<file path="src/rtl/y86_pkg.sv">
// Shared Y86-64 definitions: instruction codes, register sentinel, fetch FSM
// states and the per-icode length/field helpers used by the fetch unit.
package y86_pkg;

    localparam logic [3:0] IHALT   = 4'h0;
    localparam logic [3:0] INOP    = 4'h1;
    localparam logic [3:0] IRRMOVQ = 4'h2;
    localparam logic [3:0] IIRMOVQ = 4'h3;
    localparam logic [3:0] IRMMOVQ = 4'h4;
    localparam logic [3:0] IMRMOVQ = 4'h5;
    localparam logic [3:0] IOPQ    = 4'h6;
    localparam logic [3:0] IJXX    = 4'h7;
    localparam logic [3:0] ICALL   = 4'h8;
    localparam logic [3:0] IRET    = 4'h9;
    localparam logic [3:0] IPUSHQ  = 4'hA;
    localparam logic [3:0] IPOPQ   = 4'hB;

    localparam logic [3:0] RNONE   = 4'hF;

    typedef enum logic [1:0] {S_IDLE, S_CHECK, S_REQ, S_DONE} fetch_state_e;

    // Unknown icodes are treated as one-byte instructions.
    function automatic logic [3:0] instr_len(input logic [3:0] ic);
        case (ic)
            IRRMOVQ, IOPQ, IPUSHQ, IPOPQ: instr_len = 4'd2;
            IJXX, ICALL:                  instr_len = 4'd9;
            IIRMOVQ, IRMMOVQ, IMRMOVQ:    instr_len = 4'd10;
            default:                      instr_len = 4'd1;
        endcase
    endfunction

    function automatic logic has_regs(input logic [3:0] ic);
        has_regs = ic inside {IRRMOVQ, IIRMOVQ, IRMMOVQ, IMRMOVQ, IOPQ, IPUSHQ, IPOPQ};
    endfunction

    function automatic logic has_valC(input logic [3:0] ic);
        has_valC = ic inside {IIRMOVQ, IRMMOVQ, IMRMOVQ, IJXX, ICALL};
    endfunction

endpackage

</file>
<file path="src/rtl/fetch_byte_if.sv">
// Single-byte read handshake: raises mem_req one cycle after go, holds the
// address until ack, and gives up after ACK_TIMEOUT unacknowledged cycles.
module fetch_byte_if #(
    parameter int ACK_TIMEOUT = 255
) (
    input  logic        clk,
    input  logic        reset,
    input  logic        go,
    input  logic [63:0] addr,
    input  logic        mem_ack,
    output logic        mem_req,
    output logic [63:0] mem_addr,
    output logic        hit,
    output logic        tmo
);

    localparam int CW = (ACK_TIMEOUT > 1) ? $clog2(ACK_TIMEOUT) : 1;

    logic [CW-1:0] wait_cnt;

    assign hit = mem_req & mem_ack;
    // wait_cnt counts completed wait cycles; the last allowed one is ACK_TIMEOUT-1.
    assign tmo = mem_req & ~mem_ack & (wait_cnt == CW'(ACK_TIMEOUT - 1));

    always_ff @(posedge clk) begin
        if (reset) begin
            mem_req  <= 1'b0;
            mem_addr <= 64'd0;
            wait_cnt <= '0;
        end else if (!mem_req) begin
            if (go) begin
                mem_req  <= 1'b1;
                mem_addr <= addr;
                wait_cnt <= '0;
            end
        end else if (hit || tmo) begin
            mem_req <= 1'b0;
        end else begin
            wait_cnt <= wait_cnt + CW'(1);
        end
    end

endmodule

</file>
<file path="src/rtl/fetch_seq.sv">
// Multi-cycle Y86-64 instruction fetch: walks the instruction one byte at a
// time through fetch_byte_if and assembles icode/ifun/rA/rB/valC/valP.
module fetch_seq
    import y86_pkg::*;
#(
    parameter int MEM_BYTES   = 1024,
    parameter int ACK_TIMEOUT = 255
) (
    input  logic        clk,
    input  logic        reset,
    input  logic        start,
    input  logic [63:0] PC,
    output logic        mem_req,
    output logic [63:0] mem_addr,
    input  logic [7:0]  mem_rdata,
    input  logic        mem_ack,
    output logic [3:0]  icode,
    output logic [3:0]  ifun,
    output logic [3:0]  rA,
    output logic [3:0]  rB,
    output logic [63:0] valC,
    output logic [63:0] valP,
    output logic        instr_valid,
    output logic        imem_error,
    output logic        busy,
    output logic        done
);

    fetch_state_e state;
    logic [63:0]  pc;
    logic [3:0]   k;
    logic [3:0]   len;
    logic [63:0]  faddr;
    logic         go, hit, tmo;
    logic [3:0]   len_n, voff;
    logic [2:0]   vsel;

    assign faddr = pc + {60'd0, k};
    assign go    = (state == S_REQ) && !mem_req;
    // Byte 0 decides the length in the same cycle it arrives.
    assign len_n = (k == 4'd0) ? instr_len(mem_rdata[7:4]) : len;
    assign voff  = (icode == IJXX || icode == ICALL) ? 4'd1 : 4'd2;
    assign vsel  = 3'(k - voff);

    fetch_byte_if #(.ACK_TIMEOUT(ACK_TIMEOUT)) u_byte (
        .clk      (clk),
        .reset    (reset),
        .go       (go),
        .addr     (faddr),
        .mem_ack  (mem_ack),
        .mem_req  (mem_req),
        .mem_addr (mem_addr),
        .hit      (hit),
        .tmo      (tmo)
    );

    always_ff @(posedge clk) begin
        if (reset) begin
            state       <= S_IDLE;
            pc          <= 64'd0;
            k           <= 4'd0;
            len         <= 4'd1;
            icode       <= IHALT;
            ifun        <= 4'd0;
            rA          <= RNONE;
            rB          <= RNONE;
            valC        <= 64'd0;
            valP        <= 64'd0;
            instr_valid <= 1'b0;
            imem_error  <= 1'b0;
            busy        <= 1'b0;
            done        <= 1'b0;
        end else begin
            done <= 1'b0;
            case (state)
                S_IDLE: begin
                    if (start) begin
                        pc          <= PC;
                        k           <= 4'd0;
                        len         <= 4'd1;
                        icode       <= IHALT;
                        ifun        <= 4'd0;
                        rA          <= RNONE;
                        rB          <= RNONE;
                        valC        <= 64'd0;
                        valP        <= 64'd0;
                        instr_valid <= 1'b0;
                        imem_error  <= 1'b0;
                        busy        <= 1'b1;
                        state       <= S_CHECK;
                    end
                end
                S_CHECK: begin
                    if (faddr >= 64'(MEM_BYTES)) begin
                        imem_error <= 1'b1;
                        valP       <= pc + 64'(len);
                        done       <= 1'b1;
                        state      <= S_DONE;
                    end else begin
                        state <= S_REQ;
                    end
                end
                S_REQ: begin
                    if (hit) begin
                        k <= k + 4'd1;
                        if (k == 4'd0) begin
                            icode       <= mem_rdata[7:4];
                            ifun        <= mem_rdata[3:0];
                            instr_valid <= (mem_rdata[7:4] <= IPOPQ);
                            len         <= len_n;
                        end else if (k == 4'd1 && has_regs(icode)) begin
                            rA <= mem_rdata[7:4];
                            rB <= mem_rdata[3:0];
                        end
                        if (k != 4'd0 && has_valC(icode) && k >= voff)
                            valC[{vsel, 3'b000} +: 8] <= mem_rdata;
                        if (k + 4'd1 == len_n) begin
                            valP  <= pc + 64'(len_n);
                            done  <= 1'b1;
                            state <= S_DONE;
                        end else begin
                            state <= S_CHECK;
                        end
                    end else if (tmo) begin
                        imem_error <= 1'b1;
                        valP       <= pc + 64'(len);
                        done       <= 1'b1;
                        state      <= S_DONE;
                    end
                end
                S_DONE: begin
                    busy  <= 1'b0;
                    state <= S_IDLE;
                end
                default: state <= S_IDLE;
            endcase
        end
    end

endmodule

</file>
<file path="config.mk">
export PLATFORM = sky130hd
export DESIGN_NAME = fetch_seq
export DESIGN_NICKNAME = d
export VERILOG_FILES = /design/src/rtl/y86_pkg.sv /design/src/rtl/fetch_byte_if.sv /design/src/rtl/fetch_seq.sv
export SDC_FILE = /design/constraint.sdc
export NUM_CORES = 1
export LEC_CHECK = 0
export BUFFER_PORTS_ARGS = -buffer_cell sky130_fd_sc_hd__buf_2
export CELL_PAD_IN_SITES_DETAIL_PLACEMENT = 2
export CELL_PAD_IN_SITES_GLOBAL_PLACEMENT = 2
export CORE_ASPECT_RATIO = 1.2
export CORE_UTILIZATION = 36
export CTS_BUF_LIST = sky130_fd_sc_hd__clkbuf_8
export CTS_CLUSTER_DIAMETER = 80
export DETAILED_ROUTE_END_ITERATION = 8
export GPL_TIMING_DRIVEN = 0
export PLACE_DENSITY_LB_ADDON = 0.1
export SYNTH_ARGS = -nofsm -noshare
export SYNTH_HDL_FRONTEND = slang
export SYNTH_SLANG_ARGS = --single-unit
</file>
<file path="constraint.sdc">
create_clock -name clk -period 10.61 [get_ports clk]
set_input_delay 0.5305 -clock clk [delete_from_list [all_inputs] [get_ports clk]]
set_output_delay 0.5305 -clock clk [all_outputs]
set_load 0.005 [all_outputs]
</file>
==> run metrics <==
Worst EP arrival=6000 ps; final wirelength=97410 microns; Clock transition at path regs=80 ps; Mapped Nets=2204; CTS root buf=clkbuf_8; crit start category=flip-flop; met1 Usage GRT=0.4409; Req. time, crit path=11110 ps; post-synthesis register bit count=295; worst hold stages=3; Post-Place Worst Slack=5465 ps; Clk pwr share=0.262; Crit Path Category=reg2reg; status=completed; Final nets=2540; logic gate share of total power=0.409; min-delay src=PC[63]; Initial Util=0.3660; number of cell rows=85; Slew Viols, Final=0; YS warnings=0; final worst-path setup slack=5106 ps; clk sinks=295; RR Startpoint=k[1]; layout cells sized above 1=0.1755; Storage cell area=5906 sq um; TritonCTS clock tree=done; Int Power=2.264 mW; worst-path cell chain=inv_1 > ha_1 > nand2_1 > a211oi_1 > a21oi_1 > ha_1 > inv_1 > fa_1 > nor2b_1 > o21a_1 > o2111ai_1 > nor3_1 > and2_1 > a21oi_1 > nor2_1 > nor2_1 > o21ai_0 > mux2i_1; 1st-iter DRT viols=1220; post-route clock skew=41.45 ps; via count=19030; PortBufs=285; r2r setup slk=5110 ps; RSZ-0062 raised after global routing=false; max-cap violations=0; Crit. End Element=flip-flop; Post-CTS Resized=0; R2R depth=18; synthesized instance count=2099; grt total ovfl=0; ANT nets after route=0; drt pass-1 iters=5; area of the multi-input gates=9597 sq um; Final HPWL DP=71130 microns; area growth from synthesis to layout=19.24%; die area=46600 sq um; total track usage=0.4120; Hold-fix buffers, CTS=0; Final Core Density=0.4364; sw frac=0.4461; CORE AREA=44990 sq um; vias in the first global route=20690; Synth cell types=82; CP max stage cell=o21ai_0; WHS Endpoint=pc[63]; EDFF count, synth=0; slew margin rel.=0.09026; initial antenna violation count=3; minimum clock period=5504 ps; Die Wd=197.2 microns; fill count=5287; Seq/Total Area, Yosys=0.3587; wire per inst=31.64 microns; reg2reg end=valP[38]; Die Y=236.3 microns; leak pwr=7.462 nW; Most Crowded Layer GR=met2; Setup Viol. Count Final=0; H-tree lvl count=2; Hold Crit Class=in2reg; routability cong.=0.9734; Tcrit/Tclk final=0.5187; Setup TNS Final=0 ps; pin count of the biggest net entering global routing=14; syn_area_per_cell=7.844 sq um; DRC Markers=0; first-pass GRT wire length=141200 microns; Fin. Hold Viols=0; Switch Pwr=1.823 mW; met2 Use GR=0.7122; number of post-CTS setup repair buffers=0; CTS max path bufs=3; Peak VDD IR=0.1142 mV; register share of total power=0.328; CTS buffer count=49; Main synth FF type=dfxtp_1; clk_lat worst skew=680 ps; vias per cell=6.180; Power Dens Cells=208.2 nW/um^2; critical path peak fanout=8; fraction of synthesis flops using an asynchronous set or reset pin=0; met3 GRT Util=0.08121; crit-path max cell delay=660 ps; Post-Syn Area=16460 sq um; Ports=289; worst slew pin tran=1352 ps; Max Clock Freq=181.7 MHz
[power by group through the flow]
stage	logic (mW)	registers, mW	clock network (mW)
2_1_floorplan	0.930	1.33	0
6_report	1.67	1.34	1.07
4_1_cts	1.63	1.34	1.08
3_3_place_gp	1.53	1.35	0
3_5_place_dp	1.59	1.36	0
5_1_grt	1.75	1.35	1.12
[cell type report]
cell class	count	share of cell area
plain buffers	176	0.04346
multi-input cells	1599	0.4888
repair buffers	285	0.07265
clock buffers	62	0.04346
inverters	29	0.005545
diodes	3	0.0003824
well taps	609	0.03881
clock inverters	21	0.006054
flip-flops and latches	295	0.3008
[sequential cells by signal, summed over array words and instances (netlist names), 2 cells and up]
register,cells
ifun,4
len,4
pc,64
state,2
valC,64
k,4
rB,4
u_byte.mem_addr,64
u_byte.wait_cnt,8
valP,64
icode,4
rA,4
[critical path, delay by kind of cell (launching register included)]
family / cells / cell delay (ps)
AOI/OAI and AO/OA: 6 / 1850
and+or+nand+nor: 6 / 1590
adders and majority gates: 3 / 930
DFF: 1 / 580
buffers and inverters: 2 / 240
muxes: 1 / 150
[layout by cell type, fill, tap and decap left out, drive strengths merged, types with 5 or more instances in the layout]
cell    Yosys  routed
mux2i      64      64
xnor2      47      47
nor3       54      54
nor2      226     226
a22oi      74      74
nor2b       9       9
dfxtp     295     295
ha         25      25
nand3      58      58
or3        17      17
buf        67     352
and2       20      20
a21o       11      11
a311oi     10      10
and4       29      29
inv        28      47
o221ai      8       8
nand2b     76      76
clkbuf    109     171
and3        9       9
or4        14      14
a31oi      16      16
a311o      11      11
o211ai     22      22
o31ai       7       7
o21ai      99      99
a211oi     58      58
xor2       32      32
or2         5       5
a21oi     158     158
nand4      55      55
nand2     288     288
o22ai      17      17
nor4       27      27
[layer usage]
metal	routed length (microns)	up-vias	part of all wire
li1	-	8186	-
met1	35630	9590	0.37
met2	47520	883	0.49
met3	6320	368	0.065
met4	7937	0	0.081
met5	0	-	0
[through the flow]
stage | area [sq um] | instances | hold slack (ps) | total power, mW
finish | 19630 | 3079 | 94.21 | 4.087
CTS | 19630 | 3076 | 79.55 | 4.050
floorplan | 16460 | 2099 | 428.2 | 2.257
detailed placement | 18650 | 2993 | 461.9 | 2.951
global placement | 18650 | 2993 | 445.1 | 2.881
global route | 19630 | 3077 | 101.0 | 4.212
[how the worst max path moves through the flow]
stage | startpoint | to | cells after the start
floorplan | icode[0] | valC[48] | 13
global placement | mem_rdata[5] | valP[38] | 17
detailed placement | mem_rdata[5] | valP[38] | 16
CTS | k[1] | valP[38] | 18
global route | k[1] | valP[38] | 18
finish | k[1] | valP[38] | 18
[kinds of logic (layout without fill, tap and decap cells)]
family,after synthesis,after routing,share of synthesized area
AOI/OAI and AO/OA,523,523,0.2025
DFF,295,295,0.3587
muxes,68,68,0.04164
xor gates and xnor gates,79,79,0.04202
other,0,3,0
buffers and inverters,205,573,0.05844
adders and majority gates,29,29,0.02386
and+or+nand+nor,900,900,0.2728
[synth_stat cells, drive strengths merged, types with 16 or more instances]
master / count / area, sq um
nor3: 54 / 314.1
and2: 20 / 125.1
nand3: 58 / 295.3
nor2: 226 / 872.1
and4: 29 / 256.5
o211ai: 22 / 165.2
a22oi: 74 / 555.5
or3: 17 / 111.4
nand2b: 76 / 475.5
ha: 25 / 312.8
nor4: 27 / 196.4
inv: 28 / 105.1
xnor2: 47 / 411.6
a211oi: 58 / 435.4
mux2i: 64 / 640.6
dfxtp: 295 / 5906
buf: 67 / 444.2
a31oi: 16 / 100.1
nand2: 288 / 1084
xor2: 32 / 280.3
a21oi: 158 / 790.8
clkbuf: 109 / 409.1
o21ai: 99 / 495.5
nand4: 55 / 377.9
o22ai: 17 / 106.4
(Power assumes the default switching activity.)
